--- config.mk ---
export PLATFORM = sky130hd
export DESIGN_NAME = spi_responder
export DESIGN_NICKNAME = d
export VERILOG_FILES = /design/src/rtl/spi_responder.sv
export SDC_FILE = /design/constraint.sdc
export NUM_CORES = 1
export LEC_CHECK = 0
export ABC_AREA = 0
export ABC_CLOCK_PERIOD_IN_PS = 5220
export CAP_MARGIN = 20
export CORE_MARGIN = 4
export CORE_UTILIZATION = 50
export DETAILED_ROUTE_END_ITERATION = 8
export PLACE_DENSITY_LB_ADDON = 0.25
export SLEW_MARGIN = 20
export SYNTH_ARGS = -nofsm -noshare
export SYNTH_HDL_FRONTEND = slang
export SYNTH_SLANG_ARGS = --single-unit
--- constraint.sdc ---
create_clock -name clk_in -period 5.22 [get_ports clk_in]
set_input_delay 0.522 -clock clk_in [delete_from_list [all_inputs] [get_ports clk_in]]
set_output_delay 0.522 -clock clk_in [all_outputs]
set_load 0.05 [all_outputs]
--- src/rtl/spi_responder.sv ---
// spi_responder: SPI mode-0 slave serving a 2^ADDR_W x 8-bit register file
module spi_responder #(
  parameter int ADDR_W = 4,
  parameter int SYNC_STAGES = 2
) (
  input  logic              clk_in,
  input  logic              rst,
  input  logic              spi_sclk,
  input  logic              spi_ss_n,
  input  logic              spi_mosi,
  output logic              spi_miso,
  output logic              spi_miso_oe,
  output logic              wr_stb,
  output logic [ADDR_W-1:0] wr_addr,
  output logic [7:0]        wr_data,
  output logic [7:0]        reg0_out,
  output logic              busy
);
  typedef enum logic [1:0] {IDLE, CMD, WDATA, RDATA} state_t;
  state_t state, state_nx;
  logic [SYNC_STAGES-1:0] sclk_q, ss_q, mosi_q;
  logic sclk_d, ss_d, sclk_rise, sclk_fall, ss_rise, ss_fall;
  logic [7:0] warm;
  logic armed;
  logic [2:0] bit_cnt;
  logic [6:0] rx_sh;
  logic [7:0] rx_byte, tx_sh;
  logic [ADDR_W-1:0] addr;
  logic [7:0] regs [2**ADDR_W];
  logic last_bit;
  assign rx_byte = {rx_sh, mosi_q[SYNC_STAGES-1]};
  assign last_bit = sclk_rise && bit_cnt == 3'd7;
  assign spi_miso = tx_sh[7];
  assign busy = state != IDLE;
  assign reg0_out = regs[0];
  // Synchronize pins and register edge pulses; arming waits until the chain reflects a real high SS_n
  always_ff @(posedge clk_in) begin
    if (!rst) begin
      sclk_q <= '0;
      ss_q <= '1;
      mosi_q <= '0;
      sclk_d <= 1'b0;
      ss_d <= 1'b1;
      {sclk_rise, sclk_fall, ss_rise, ss_fall} <= '0;
      warm <= '0;
      armed <= 1'b0;
    end else begin
      sclk_q <= {sclk_q[SYNC_STAGES-2:0], spi_sclk};
      ss_q <= {ss_q[SYNC_STAGES-2:0], spi_ss_n};
      mosi_q <= {mosi_q[SYNC_STAGES-2:0], spi_mosi};
      sclk_d <= sclk_q[SYNC_STAGES-1];
      ss_d <= ss_q[SYNC_STAGES-1];
      sclk_rise <= sclk_q[SYNC_STAGES-1] & ~sclk_d;
      sclk_fall <= ~sclk_q[SYNC_STAGES-1] & sclk_d;
      ss_rise <= ss_q[SYNC_STAGES-1] & ~ss_d;
      ss_fall <= ~ss_q[SYNC_STAGES-1] & ss_d;
      warm <= warm + 8'(warm != 8'(SYNC_STAGES + 1));
      armed <= armed | (warm == 8'(SYNC_STAGES + 1) && ss_d);
    end
  end
  // State register
  always_ff @(posedge clk_in) state <= !rst ? IDLE : state_nx;
  // Next state: SS_n rising always wins, command byte picks the data direction
  always_comb begin
    state_nx = ss_rise ? IDLE :
               (state == IDLE && ss_fall && armed) ? CMD :
               (state == CMD && last_bit) ? (rx_byte[7] ? WDATA : RDATA) : state;
  end
  // Bit shifting, address tracking, register writes and MISO shifting
  always_ff @(posedge clk_in) begin
    if (!rst) begin
      bit_cnt <= '0;
      rx_sh <= '0;
      tx_sh <= '0;
      addr <= '0;
      wr_stb <= 1'b0;
      wr_addr <= '0;
      wr_data <= '0;
      spi_miso_oe <= 1'b0;
      for (int i = 0; i < 2**ADDR_W; i++) regs[i] <= '0;
    end else begin
      wr_stb <= 1'b0;
      spi_miso_oe <= busy;
      if (state == IDLE || ss_rise) bit_cnt <= '0;
      else if (sclk_rise) begin
        bit_cnt <= bit_cnt + 3'd1;
        rx_sh <= rx_byte[6:0];
        if (bit_cnt == 3'd7) begin
          addr <= state == CMD ? rx_byte[ADDR_W-1:0] : addr + 1'b1;
          if (state == WDATA) begin
            regs[addr] <= rx_byte;
            wr_stb <= 1'b1;
            wr_addr <= addr;
            wr_data <= rx_byte;
          end
        end
      end
      tx_sh <= (state != RDATA || ss_rise) ? 8'h00 :
               !sclk_fall ? tx_sh :
               bit_cnt == 3'd0 ? regs[addr] : {tx_sh[6:0], 1'b0};
    end
  end
endmodule
==> impl_results.md <==
- CTS H-tree lvls: 4
- DRC viols: 0
- Core ar.: 16520 sq um
- Share of post-route cells with drive strength above 1: 0.08850
- Slew HR: 0.3105
- Die X: 137.5 um
- Cell taking the most area after synthesis: edfxtp_1
- Num CTS Buffers: 17
- # IOs: 29
- Ys flop type: edfxtp_1
- Clock skew: 9.835 ps
- DP HPWL: 12030 um
- Setup crit end kind: flip-flop
- Final Power: 3.044 mW
- Final hold vios: 0
- Chip Height: 137.5 um
- Drt initial violations: 469
- Post-synthesis net count: 671
- Yosys cell types: 46
- Worst VDD drop: 0.0002696 V
- RR Endpoint: regs[1][7]
- Final setup vio count: 0
- Static Leakage: 3.203 nW
- Slowest-stage cell, CP: nor3_2
- Synth top cells by count: and2_1, edfxtp_1, dfxtp_1
- Clock-pin slew on the worst setup and hold paths: 70 ps
- Crit path kind: reg2reg
- Mean Syn Cell Area: 12.77 sq um
- Post-CTS Resized: 0
- Crit path DAT: 2660 ps
- Seq/Total Area, Yosys: 0.6086
- Final setup TNS: 0 ps
- Outcome: complete, no violations
- FFs w/ async S/R, synth: 0
- Synth area leaders: edfxtp_1, dfxtp_1, and2_1, mux2i_1, mux4_2
- Worst r2r src: bit_cnt[0]
- Max Cap Viol: 0
- Crit share post-route: 0.4917
- Cell Pwr Density: 325.4 nW/um^2
- Die Area: 18910 sq um
- Final Slew Violations: 0
- Site Rows: 47
- RSZ-0062 raised after global routing: false
- Compound-cell area share of the yosys netlist: 0.04266
- Routed wire length: 18630 um
- Worst-Skew Late Latency: 430 ps
- GRT Util Overall: 0.2073
- First-pass GRT wire length: 28440 um
- Initial Utilization: 0.5076
- Initial antenna violation count: 0
- Synth top area share: 0.4582
- Critical Path Fanout Max: 9
- Largest family of logic cells by synthesized area: simple AND/OR/NAND/NOR gates
- Hold_buf cts: 0
- Synth Warn #: 0
- Crit path cell chain: ha_1 -> ha_1 -> and4b_1 -> nand3_1 -> nor3_2 -> nand2b_1
- Actual slew at the worst max-slew pin: 1033 ps
- Drt pass-1 iters: 7
- Final ANT Viol Nets: 0
- Max clock buf depth: 2
- Reg2Reg Depth: 6
- Simple-gate area share of the yosys netlist: 0.1909
- Total congestion overflow: 0
- CTS Sinks: 191
- Cell area after synthesis: 8388 sq um
- Crit path launch type: flip-flop
- R2R setup slack: 2650 ps
- Ant. Diodes: 0
- Post-synthesis adder-cell area fraction: 0.01342
- Most common cell in the synthesized netlist: and2_1
- Tmin final: 2567 ps
- Hold Path Class: reg2reg
- Largest net degree at the start of global routing: 60
- Root Buffer: clkbuf_16
- Vias in the first global route: 4950
- Crit-path max cell delay: 430 ps
- Crit-path most repeated cell: ha_1
- Vias per cell: 5.585
- Port Buffers: 28
- Worst Path Required: 5320 ps
- P&R area growth vs syn: 11.53%
- FF+latch count, synth: 191
- NumNets Final: 679
- Vias: 5015
- Setup crit end: regs[1][7]
- Number of post-CTS setup repair buffers: 0
- RD Place Congestion: 0.8249
- F_max: 389.6 MHz
- Post-synth EDFFs: 128
- Syn Inst Count: 657
- Setup crit start: bit_cnt[0]
- Routed wire per std cell: 20.75 um
- XOR/XNOR Fraction of Synth Area: 0.007309
- Multiplexer share of the synthesized area: 0.1111
- CTS tree: yes
## how the worst min path moves through the flow
stage / start / end / slack [ps] / depth (start not counted)
after floorplan: sclk_d / sclk_rise / 380 / 1
after global placement: sclk_d / sclk_rise / 400 / 1
after detailed placement: ss_q[0] / ss_q[1] / 400 / 1
after CTS: ss_q[0] / ss_q[1] / 420 / 1
after global routing: sclk_d / sclk_rise / 440 / 1
final: sclk_d / sclk_rise / 420 / 1
## logic make-up after synthesis
| kind of cell | Yosys count |
|---|---|
| XOR/XNOR | 7 |
| AND/OR/NAND/NOR | 269 |
| adder cells (fa/ha/maj) | 9 |
| buffers and inverters | 50 |
| multiplexers | 71 |
| flip-flops | 191 |
| AO/OA/AOI/OAI | 60 |
## worst max-delay path, delay by kind of cell, from the launching register on
| family | cells | cell delay (ps) |
|---|---|---|
| adders and majority gates | 2 | 350 |
| DFF | 1 | 370 |
| and+or+nand+nor | 4 | 1500 |
## power by group
part	internal [mW]	switching, mW
sequential	1.67	0.0305
clock	0.678	0.575
combinational	0.0363	0.0565
total	2.38	0.662
## state kept, by name (all words and copies together), names as in the netlist, 2 cells and up, named ones only
signal	cells
wr_addr	4
bit_cnt	3
regs	128
tx_sh	8
ss_q	2
sclk_q	2
state	2
wr_data	8
mosi_q	2
addr	4
rx_sh	7
warm	8
## per-layer routing
metal / wire, um / part of all wire / up-vias / GRT usage
met5: 0 / 0 / - / 0
met2: 8994 / 0.48 / 175 / 0.3349
met3: 1029 / 0.055 / 35 / 0.04748
met4: 454 / 0.024 / 0 / 0.06208
met1: 8151 / 0.44 / 2460 / 0.2810
li1: - / - / 2345 / -
## per-stage QoR
step                setup WS, ps    util  hold slack, ps  cell area, sq um  cells
detailed placement          2550  0.5312           401.1              8778    866
global placement            2691  0.5312           396.2              8778    866
CTS                         2674  0.5660           419.4              9353    898
global route                2454  0.5661           438.9              9355    898
floorplan                   3163       -           383.9              8388    657
finish                      2653  0.5661           415.8              9355    898
## placed cells by master, fill, tap and decap left out, types with 2 or more instances in the layout
master	count
and2_1	144
nor4_1	8
nand2_1	13
or3_1	2
nor3_1	2
mux4_1	2
mux2i_1	53
clkbuf_16	17
dfxtp_1	62
nor2b_1	25
nand2b_1	10
and3_1	3
and4b_1	2
mux4_2	15
nor2_1	30
a21boi_1	4
inv_8	2
buf_4	4
edfxtp_1	128
o21ai_1	26
o22ai_1	7
o21ai_0	12
or3b_1	3
xor2_1	2
nand4_1	3
clkinvlp_4	4
a22o_1	7
nand3_1	11
ha_1	9
inv_1	7
xnor2_1	5
clkinv_4	4
nor3_2	4
clkdlybuf4s50_1	27
## cell type report
type,instances,area (sq um)
fillers,1342,7169
flip-flops and latches,191,5106
multi-input cells,416,3068
clock buffers,18,439.2
repair buffers,32,305.3
well taps,220,275.3
clock inverters,14,135.1
inverters,7,26.28
Note: power is estimated with default switching activity, not from simulation.
